<file path="src/rtl/rca_seq_ctrl_if.sv">
// Operand/result handshake bundle for rca_seq_ctrl.
// master: operand source + result sink side. slave: the controller itself.
// Both channels use plain valid/ready. A transfer happens on a rising clock
// edge where valid and ready are both high. A source holds valid and its data
// stable until that edge. Ready may depend combinationally on the state of the
// receiving side.
interface rca_seq_ctrl_if #(
  parameter int WIDTH = 16
);
  logic             in_valid;
  logic             in_ready;
  logic [WIDTH-1:0] a;
  logic [WIDTH-1:0] b;
  logic             cin;
  logic             op_sub;
  logic             out_valid;
  logic             out_ready;
  logic [WIDTH-1:0] sum;
  logic             cout;
  logic             ovf;
  logic             busy;

  modport master (
    output in_valid, a, b, cin, op_sub, out_ready,
    input  in_ready, out_valid, sum, cout, ovf, busy
  );

  modport slave (
    input  in_valid, a, b, cin, op_sub, out_ready,
    output in_ready, out_valid, sum, cout, ovf, busy
  );
endinterface

</file>
<file path="src/rtl/rca_seq_ctrl.sv">
// Nibble-serial adder controller: one 4-bit ripple-carry slice is reused over
// WIDTH/4 cycles, least-significant nibble first, with the inter-nibble carry
// kept in a register.
// Optional feature macro: RCA_SEQ_SUB_EN. When it is defined, op_sub=1 selects
// a - b (b inverted, carry-in forced to 1). When it is undefined, op_sub is
// ignored and the result is a + b + cin.
// dbg_state exposes the FSM state (0=IDLE, 1=RUN, 2=DONE).
module rca_seq_ctrl #(
  parameter int WIDTH = 16
) (
  input  logic              clk,
  input  logic              rst,
  rca_seq_ctrl_if.slave     bus,
  output logic [1:0]        dbg_state
);

  localparam int NIB = WIDTH / 4;
  localparam int CW  = (NIB > 1) ? $clog2(NIB) : 1;
  localparam logic [CW-1:0] CNT_LAST = CW'(NIB - 1);

  typedef enum logic [1:0] {
    ST_IDLE = 2'd0,
    ST_RUN  = 2'd1,
    ST_DONE = 2'd2
  } state_t;

  // One 4-bit ripple-carry slice: returns {carry_out, sum[3:0]}.
  function automatic logic [4:0] rca4(input logic [3:0] x, input logic [3:0] y,
                                      input logic c);
    logic       c_r;
    logic [3:0] s;
    c_r = c;
    s   = '0;
    for (int i = 0; i < 4; i++) begin
      s[i] = x[i] ^ y[i] ^ c_r;
      c_r  = (x[i] & y[i]) | (c_r & (x[i] ^ y[i]));
    end
    return {c_r, s};
  endfunction

  state_t           state_q, state_d;
  logic [CW-1:0]    cnt_q, cnt_d;
  logic             carry_q, carry_d;
  logic [WIDTH-1:0] a_q, a_d;
  logic [WIDTH-1:0] b_q, b_d;
  logic [WIDTH-1:0] sum_q, sum_d;
  logic             cout_q, cout_d;
  logic             ovf_q, ovf_d;
  logic             out_valid_q, out_valid_d;
  logic             busy_q, busy_d;

  logic             in_ready_w;
  logic             accept_w;
  logic [WIDTH-1:0] b_eff_w;
  logic             c0_w;
  logic [3:0]       slice_a_w;
  logic [3:0]       slice_b_w;
  logic [4:0]       slice_w;

  // Operand conditioning at accept time: subtract maps to a + ~b + 1.
`ifdef RCA_SEQ_SUB_EN
  assign b_eff_w = bus.op_sub ? ~bus.b : bus.b;
  assign c0_w    = bus.op_sub ? 1'b1 : bus.cin;
`else
  logic unused_op_sub;
  assign unused_op_sub = bus.op_sub;
  assign b_eff_w = bus.b;
  assign c0_w    = bus.cin;
`endif

  // Ready when idle, or when the held result is being taken this same edge.
  assign in_ready_w = ~rst & ((state_q == ST_IDLE) |
                              ((state_q == ST_DONE) & bus.out_ready));
  assign accept_w   = bus.in_valid & in_ready_w;

  // Current nibble fed into the shared slice.
  assign slice_a_w = a_q[{cnt_q, 2'b00} +: 4];
  assign slice_b_w = b_q[{cnt_q, 2'b00} +: 4];
  assign slice_w   = rca4(slice_a_w, slice_b_w, carry_q);

  // Next-state and datapath update for the whole controller.
  always_comb begin
    state_d     = state_q;
    cnt_d       = cnt_q;
    carry_d     = carry_q;
    a_d         = a_q;
    b_d         = b_q;
    sum_d       = sum_q;
    cout_d      = cout_q;
    ovf_d       = ovf_q;
    out_valid_d = out_valid_q;
    busy_d      = busy_q;

    case (state_q)
      ST_RUN: begin
        sum_d[{cnt_q, 2'b00} +: 4] = slice_w[3:0];
        carry_d = slice_w[4];
        if (cnt_q == CNT_LAST) begin
          cout_d      = slice_w[4];
          ovf_d       = (a_q[WIDTH-1] == b_q[WIDTH-1]) &
                        (slice_w[3] != a_q[WIDTH-1]);
          cnt_d       = '0;
          state_d     = ST_DONE;
          out_valid_d = 1'b1;
          busy_d      = 1'b0;
        end else begin
          cnt_d = cnt_q + 1'b1;
        end
      end
      ST_DONE: begin
        if (bus.out_ready && !bus.in_valid) begin
          state_d     = ST_IDLE;
          out_valid_d = 1'b0;
        end
      end
      default: ;
    endcase

    // A new operation (from IDLE, or back-to-back out of DONE) restarts the pass.
    if (accept_w) begin
      a_d         = bus.a;
      b_d         = b_eff_w;
      carry_d     = c0_w;
      cnt_d       = '0;
      sum_d       = '0;
      cout_d      = 1'b0;
      ovf_d       = 1'b0;
      state_d     = ST_RUN;
      out_valid_d = 1'b0;
      busy_d      = 1'b1;
    end
  end

  // State and output registers, cleared asynchronously.
  always_ff @(posedge clk or posedge rst) begin
    if (rst) begin
      state_q     <= ST_IDLE;
      cnt_q       <= '0;
      carry_q     <= 1'b0;
      a_q         <= '0;
      b_q         <= '0;
      sum_q       <= '0;
      cout_q      <= 1'b0;
      ovf_q       <= 1'b0;
      out_valid_q <= 1'b0;
      busy_q      <= 1'b0;
    end else begin
      state_q     <= state_d;
      cnt_q       <= cnt_d;
      carry_q     <= carry_d;
      a_q         <= a_d;
      b_q         <= b_d;
      sum_q       <= sum_d;
      cout_q      <= cout_d;
      ovf_q       <= ovf_d;
      out_valid_q <= out_valid_d;
      busy_q      <= busy_d;
    end
  end

  assign bus.in_ready  = in_ready_w;
  assign bus.out_valid = out_valid_q;
  assign bus.sum       = sum_q;
  assign bus.cout      = cout_q;
  assign bus.ovf       = ovf_q;
  assign bus.busy      = busy_q;
  assign dbg_state     = state_q;

endmodule

</file>
<file path="src/flat_wrapper.sv">
// flat-port wrapper written by rule: the top's interface ports become plain ports
module rca_seq_ctrl_flat 
#(
  parameter int WIDTH = 16
)
  (clk, rst, dbg_state, bus_in_valid, bus_a, bus_b, bus_cin, bus_op_sub, bus_out_ready, bus_in_ready, bus_out_valid, bus_sum, bus_cout, bus_ovf, bus_busy);
  rca_seq_ctrl_if #(.WIDTH(WIDTH)) bus_i ();
  input  logic clk;
  input  logic rst;
  output logic [1:0] dbg_state;
  input wire logic [$bits(bus_i.in_valid)-1:0] bus_in_valid;
  input wire logic [$bits(bus_i.a)-1:0] bus_a;
  input wire logic [$bits(bus_i.b)-1:0] bus_b;
  input wire logic [$bits(bus_i.cin)-1:0] bus_cin;
  input wire logic [$bits(bus_i.op_sub)-1:0] bus_op_sub;
  input wire logic [$bits(bus_i.out_ready)-1:0] bus_out_ready;
  output wire logic [$bits(bus_i.in_ready)-1:0] bus_in_ready;
  output wire logic [$bits(bus_i.out_valid)-1:0] bus_out_valid;
  output wire logic [$bits(bus_i.sum)-1:0] bus_sum;
  output wire logic [$bits(bus_i.cout)-1:0] bus_cout;
  output wire logic [$bits(bus_i.ovf)-1:0] bus_ovf;
  output wire logic [$bits(bus_i.busy)-1:0] bus_busy;
  assign bus_i.in_valid = bus_in_valid;
  assign bus_i.a = bus_a;
  assign bus_i.b = bus_b;
  assign bus_i.cin = bus_cin;
  assign bus_i.op_sub = bus_op_sub;
  assign bus_i.out_ready = bus_out_ready;
  assign bus_in_ready = bus_i.in_ready;
  assign bus_out_valid = bus_i.out_valid;
  assign bus_sum = bus_i.sum;
  assign bus_cout = bus_i.cout;
  assign bus_ovf = bus_i.ovf;
  assign bus_busy = bus_i.busy;
  rca_seq_ctrl #(.WIDTH(WIDTH)) u_core (.clk(clk), .rst(rst), .bus(bus_i), .dbg_state(dbg_state));
endmodule
</file>
<file path="config.mk">
export PLATFORM = sky130hd
export DESIGN_NAME = rca_seq_ctrl_flat
export DESIGN_NICKNAME = d
export VERILOG_FILES = /design/src/rtl/rca_seq_ctrl_if.sv /design/src/rtl/rca_seq_ctrl.sv /design/src/flat_wrapper.sv
export SDC_FILE = /design/constraint.sdc
export NUM_CORES = 1
export LEC_CHECK = 0
export CAP_MARGIN = 40
export CORE_ASPECT_RATIO = 0.5
export CORE_MARGIN = 2
export CORE_UTILIZATION = 50
export DETAILED_ROUTE_END_ITERATION = 10
export GPL_ROUTABILITY_DRIVEN = 0
export GPL_TIMING_DRIVEN = 1
export PLACE_DENSITY = 0.79
export SLEW_MARGIN = 20
export SYNTH_ARGS = -nofsm -noshare
export SYNTH_HDL_FRONTEND = slang
export SYNTH_SLANG_ARGS = --single-unit
</file>
<file path="constraint.sdc">
create_clock -name clk -period 4 [get_ports clk]
set_input_delay 0.8 -clock clk [delete_from_list [all_inputs] [get_ports clk]]
set_output_delay 0.8 -clock clk [all_outputs]
set_load 0.02 [all_outputs]
</file>
==> metrics, run 1 <==
outcome finished, final reports clean; Setup Skew 0.007185 ns; final wirelength 5368 um; top_reg_cell synth dfrtp_1; crit path launch u_core.cnt_q[0]; Starting Density 50.94%; clk buf depth 2; drt wl/cell 15.43 um; Final Critical Period 3.234 ns; Seq/Total Area, Yosys 50.98%; post-synthesis net count 268; setup_tns 0 ns; Cell variety after synth 33; Crit Reg-Reg Endpoint u_core.bus.ovf; core area 5396 sq um; Cell Pwr Density 795.8 nW/um^2; clk slew on worst S/H paths 0.10 ns; worst-skew pair later-pin latency 0.31 ns; relative slew slack 53.55%; post-route design area 3502 sq um; Largest stage delay, worst path 0.63 ns; fin util 64.90%; Placed Area 3391 sq um; commonest non-fill, non-tap cell in the layout clkdlybuf4s50_1; Max-Cap Viols 0; period utilisation layout 80.84%; critical path, cell by cell mux4_2, inv_1, fa_1, inv_1, fa_1, inv_1, fa_1, inv_1, fa_1, nor2b_1, a221oi_1, nor3_1; largest net degree at the start of global routing 57; Synth Register Bits 56; Worst Path Max Fanout 6; YS warnings 0; fraction of layout cells with a size suffix above 1 20.36%; Synth Instances 217; Setup crit start kind flop; final setup fails 0; CTS Root Cell clkbuf_8; R2R depth 12; I/O pin total 61; width of the die 108.9 um; number of synthesized flops with an enable pin 0; HP Class reg2reg; hpwl dp 3858 um; worst-margin pin slew 0.6945 ns; Lkg Pwr 1.494 nW; # port buffers 59; TritonCTS Buffers 5; WP buf/inv 4; via/cell ratio 5.402; Die Y-Extent 56.43 um; most frequent cells in the layout clkdlybuf4s50_1 (59), dfrtp_1 (56), mux2_2 (34); RSZ-0062 raised after global routing false; Fillers 423; # DRC 0; delay-heaviest family, CP adder cells; Worst Path Required 4.20 ns; initial antenna violation count 0; DRT Pass-1 Iters 4; H-tree Lvls 2; total grt overflow 0; R2R Setup Slk 0.77 ns; CTS tree built; Worst path depth 12; average size of a mapped cell 12.67 sq um; DRT antenna net count 0; Final Net Count 325; diodes inserted 0; Overall Global Routing Usage 19.51%; Pwr Total 2.787 mW; WS Path Type reg2reg; ys async rst share 100.0%; Critical Path AT 3.43 ns; Max Clk Rate 309.2 MHz; clk sinks 56; max-slew violations 0; CP Capture Type flop; area of the mapped netlist 2749 sq um; first-pass GRT wire length 9287 um; Slowest cell on crit path fa_1; peak supply drop 0.0003507 V; vias in the first global route 1,973; number of setup buffers added after CTS 0; Vias 1,880; Fin. Hold Viols 0; standard-cell row count 19; layout overhead on the synthesized area 27.40%; Resize count post-CTS 0; Worst R2R Start u_core.cnt_q[0]; CTS hold repair buffers 0; worst hold start u_core.bus.busy; drt first-iter violations 74; crit path capture u_core.bus.ovf; area of the die 6143 sq um
==> cell usage after synthesis (2+ instances only) <==
library cell	count	area share, %
dfrtp_1	56	51
mux2_2	34	14
inv_1	17	2.3
nand2_1	15	2.0
nor2_1	12	1.6
a21oi_1	11	2.0
ha_1	9	4.1
a32oi_1	8	2.5
mux4_2	8	6.6
nand4_1	6	1.4
nor2b_1	5	1.1
buf_2	4	0.73
fa_1	4	2.9
buf_4	3	0.82
buf_6	3	1.2
or3_1	3	0.68
a21oi_2	2	0.64
nand3_1	2	0.36
==> where the power goes <==
part           switching, mW  leakage (nW)  total [mW]  internal [mW]
logic                  0.758         0.738        1.46          0.706
registers              0.143         0.700       0.946          0.803
clock network          0.188        0.0558       0.378          0.189
==> how the worst min path moves through the flow <==
stage	endpoint	slack, ns	depth (start not counted)
floorplan	u_core.b_q[10]	0.48	1
global placement	u_core.bus.busy	0.47	1
detailed placement	u_core.bus.busy	0.49	1
CTS	u_core.bus.busy	0.51	1
global route	u_core.bus.busy	0.51	1
finish	u_core.bus.busy	0.51	1
==> sequential cells by signal (all words and copies together), names as in the netlist <==
register	cells
u_core.b_q	16
u_core.bus.cout	1
u_core.bus.busy	1
u_core.carry_q	1
u_core.bus.ovf	1
u_core.cnt_q	2
u_core.dbg_state	2
u_core.a_q	16
u_core.bus.sum	16
==> worst reg2reg max path, stage by stage (launching register included) <==
cell      delay [ns]
dfrtp_1         0.52
mux4_2          0.55
inv_1           0.09
fa_1            0.17
inv_1           0.05
fa_1            0.35
inv_1           0.08
fa_1            0.16
inv_1           0.06
fa_1            0.63
nor2b_1         0.08
a221oi_1        0.30
nor3_1          0.09
==> final cells by class <==
class	count	area, sq um	share of cell area, %
Timing Repair Buffer	62	625.6	17.86
Clock inverter	2	38.79	1.108
Clock buffer	6	72.57	2.072
Multi-Input combinational cell	132	1206	34.44
Sequential cell	56	1401	40.01
Tap cell	73	91.34	2.608
Inverter	17	66.31	1.894
==> logic make-up after synthesis <==
family,count (synthesis),share of synthesized area (%)
mux,43,20.85
compound gates,26,6.600
simple gates,50,9.195
buf+inv,29,5.371
flops,56,50.98
fa+ha+maj,13,7.010
==> through the flow <==
step | setup slack (ns) | instances | hold slack [ns]
2_1_floorplan | 0.8886 | 217 | 0.4751
5_1_grt | 0.5224 | 348 | 0.5147
4_1_cts | 0.7675 | 348 | 0.5111
3_3_place_gp | 0.8236 | 340 | 0.4690
3_5_place_dp | 0.7807 | 340 | 0.4864
6_report | 0.7663 | 348 | 0.5054
==> per-layer routing <==
| layer | up-vias | GRT usage [%] | share of wire, % |
|---|---|---|---|
| met1 | 946 | 26.85 | 45 |
| met3 | 7 | 3.833 | 4.3 |
| met5 | - | 0 | 0 |
| li1 | 877 | - | - |
| met2 | 50 | 32.03 | 50 |
| met4 | 0 | 5.128 | 0.95 |
(Power assumes the default switching activity.)
==> run 2, diff against run 1 <==
Clock period 4 ns to 3.3 ns, I/O delays scaled along.
==> metrics, run 2 (same netlist as run 1, synthesis figures left out) <==
CP Capture Type flop (unchanged); Overall Global Routing Usage 19.53% (was 19.51%); period utilisation layout 91.80% (was 80.84%); # DRC 0 (unchanged); DRT antenna net count 0 (unchanged); critical path, cell by cell buf_4, mux4_2, fa_1, inv_1, fa_1, inv_1, fa_1, nor2b_1, a221oi_1, nor3_1 (was mux4_2, inv_1, fa_1, inv_1, fa_1, inv_1, fa_1, inv_1, fa_1, nor2b_1, a221oi_1, nor3_1); # port buffers 59 (unchanged); Switch Pwr 1.322 mW (was 1.089 mW); fin util 64.85% (was 64.90%); R2R depth 10 (was 12); Max Clk Rate 330.1 MHz (was 309.2 MHz); Internal Power 2.020 mW (was 1.698 mW); CP dominant cell by count fa_1; Comb power frac 54.6% (was 52.5%); Die Y-Extent 56.43 um (unchanged); clk slew on worst S/H paths 0.09 ns (was 0.10 ns); Resize count post-CTS 0 (unchanged); Final Critical Period 3.029 ns (was 3.234 ns); Clock power frac 10.9% (was 13.6%); hpwl dp 4119 um (was 3858 um); clk buf depth 2 (unchanged); Worst Path Max Fanout 12 (was 6); CTS tree built (unchanged); setup_tns 0 ns (unchanged); most frequent cells in the layout clkdlybuf4s50_1 (59), dfrtp_1 (55), mux2_2 (34) (was clkdlybuf4s50_1 (59), dfrtp_1 (56), mux2_2 (34)); Slowest cell on crit path mux4_2 (was fa_1); Final Net Count 330 (was 325); diodes inserted 0 (unchanged); Lkg Pwr 1.501 nW (was 1.494 nW); Max-Cap Viols 0 (unchanged); max-slew violations 0 (unchanged); Hold Crit Depth 1 (unchanged); Fin. Hold Viols 0 (unchanged); Worst Path Required 3.47 ns (was 4.20 ns); Setup Skew 0.006512 ns (was 0.007185 ns); fraction of layout cells with a size suffix above 1 21.79% (was 20.36%); Starting Density 50.94% (unchanged); drt first-iter violations 102 (was 74); peak supply drop 0.0004779 V (was 0.0003507 V); H-tree Lvls 2 (unchanged); vias in the first global route 1,987 (was 1,973); HP Class reg2reg (unchanged); drt wl/cell 15.40 um (was 15.43 um); total grt overflow 0 (unchanged); Cell Pwr Density 954.7 nW/um^2 (was 795.8 nW/um^2); standard-cell row count 19 (unchanged); Setup crit start kind flop (unchanged); initial antenna violation count 0 (unchanged); via/cell ratio 5.363 (was 5.402); area of the die 6143 sq um (unchanged); sequential share of power 34.5% (was 33.9%); number of setup buffers added after CTS 0 (unchanged); first-pass GRT wire length 9280 um (was 9287 um); largest net degree at the start of global routing 35 (was 57); Critical Path AT 3.20 ns (was 3.43 ns); worst-skew pair later-pin latency 0.30 ns (was 0.31 ns); CTS hold repair buffers 0 (unchanged); DRT Pass-1 Iters 4 (unchanged); TritonCTS Buffers 5 (unchanged); worst-margin pin slew 0.7113 ns (was 0.6945 ns); outcome finished, final reports clean (unchanged); Largest stage delay, worst path 0.54 ns (was 0.63 ns); commonest non-fill, non-tap cell in the layout clkdlybuf4s50_1 (unchanged); core area 5396 sq um (unchanged); CTS Root Cell clkbuf_8 (unchanged); width of the die 108.9 um (unchanged); I/O pin total 61 (unchanged); Switching Share 39.55% (was 39.06%); Vias 1,893 (was 1,880); RSZ-0062 raised after global routing false (unchanged); clk sinks 56 (unchanged); final wirelength 5437 um (was 5368 um); relative slew slack 52.51% (was 53.55%); layout overhead on the synthesized area 27.31% (was 27.40%); final setup fails 0 (unchanged); WS Path Type reg2reg (unchanged)
## run 2: cell count changes in the layout (fill, tap and decap cells not counted)
cell	previous run	this run
clkbuf_1	1	2
buf_4	2	8
dfrtp_2	0	1
dfrtp_1	56	55
inv_6	1	0
inv_2	0	1
bufinv_16	1	0
clkinv_4	0	1
buf_12	1	0
inv_4	1	0
## run 2: cell type report
type	instances	area (sq um)
Timing Repair Buffer	67	650.6
Inverter	17	63.81
Clock buffer	7	76.32
Sequential cell	56	1403
Fill cell	433	1897
Tap cell	73	91.34
Clock inverter	1	8.758
Multi-Input combinational cell	132	1206
## run 2: worst max-delay path, delay by kind of cell (launching register included)
family	cells	cell delay [ns]
mux	1	0.54
flops	1	0.46
compound gates	1	0.28
simple gates	2	0.15
fa+ha+maj	3	1.09
buf+inv	3	0.38
## run 2: final timing paths
| kind | startpoint | endpoint | slack (ns) |
|---|---|---|---|
| max reg2reg | u_core.cnt_q[0] | u_core.bus.ovf | 0.27 |
| min in group asynchronous | rst | u_core.b_q[11] | 0.89 |
| min | u_core.bus.busy | u_core.bus.busy | 0.49 |
| min reg2reg | u_core.bus.busy | u_core.bus.busy | 0.49 |
| max | u_core.cnt_q[0] | u_core.bus.ovf | 0.27 |
| max in group asynchronous | rst | u_core.bus.sum[2] | 1.77 |
## run 2: metrics by stage
step / instances / area (sq um) / power (mW) / hold slack, ns / worst slack [ns]
2_1_floorplan: 217 / 2749 / 2.364 / 0.4751 / 0.1886
3_3_place_gp: 345 / 3413 / 2.904 / 0.4632 / 0.2431
3_5_place_dp: 345 / 3413 / 2.992 / 0.4789 / 0.1797
4_1_cts: 353 / 3498 / 3.363 / 0.4964 / 0.1543
5_1_grt: 353 / 3500 / 3.590 / 0.5138 / 0.03258
6_report: 353 / 3500 / 3.341 / 0.4944 / 0.2706
## run 2: layer usage
layer / GRT usage [%] / part of all wire [%] / up-vias / wire length [um]
met3: 3.949 / 5.0 / 7 / 273
li1: - / - / 889 / -
met1: 26.83 / 43 / 948 / 2365
met2: 31.85 / 50 / 49 / 2738
met4: 5.495 / 1.1 / 0 / 60
met5: 0 / 0 / - / 0
## run 2: power groups by stage
| stage | clock (mW) | sequential [mW] | combinational [mW] |
|---|---|---|---|
| floorplan | 0 | 1.19 | 1.17 |
| global placement | 0 | 1.15 | 1.76 |
| detailed placement | 0 | 1.17 | 1.82 |
| CTS | 0.375 | 1.16 | 1.83 |
| global route | 0.402 | 1.19 | 1.99 |
| finish | 0.365 | 1.15 | 1.82 |
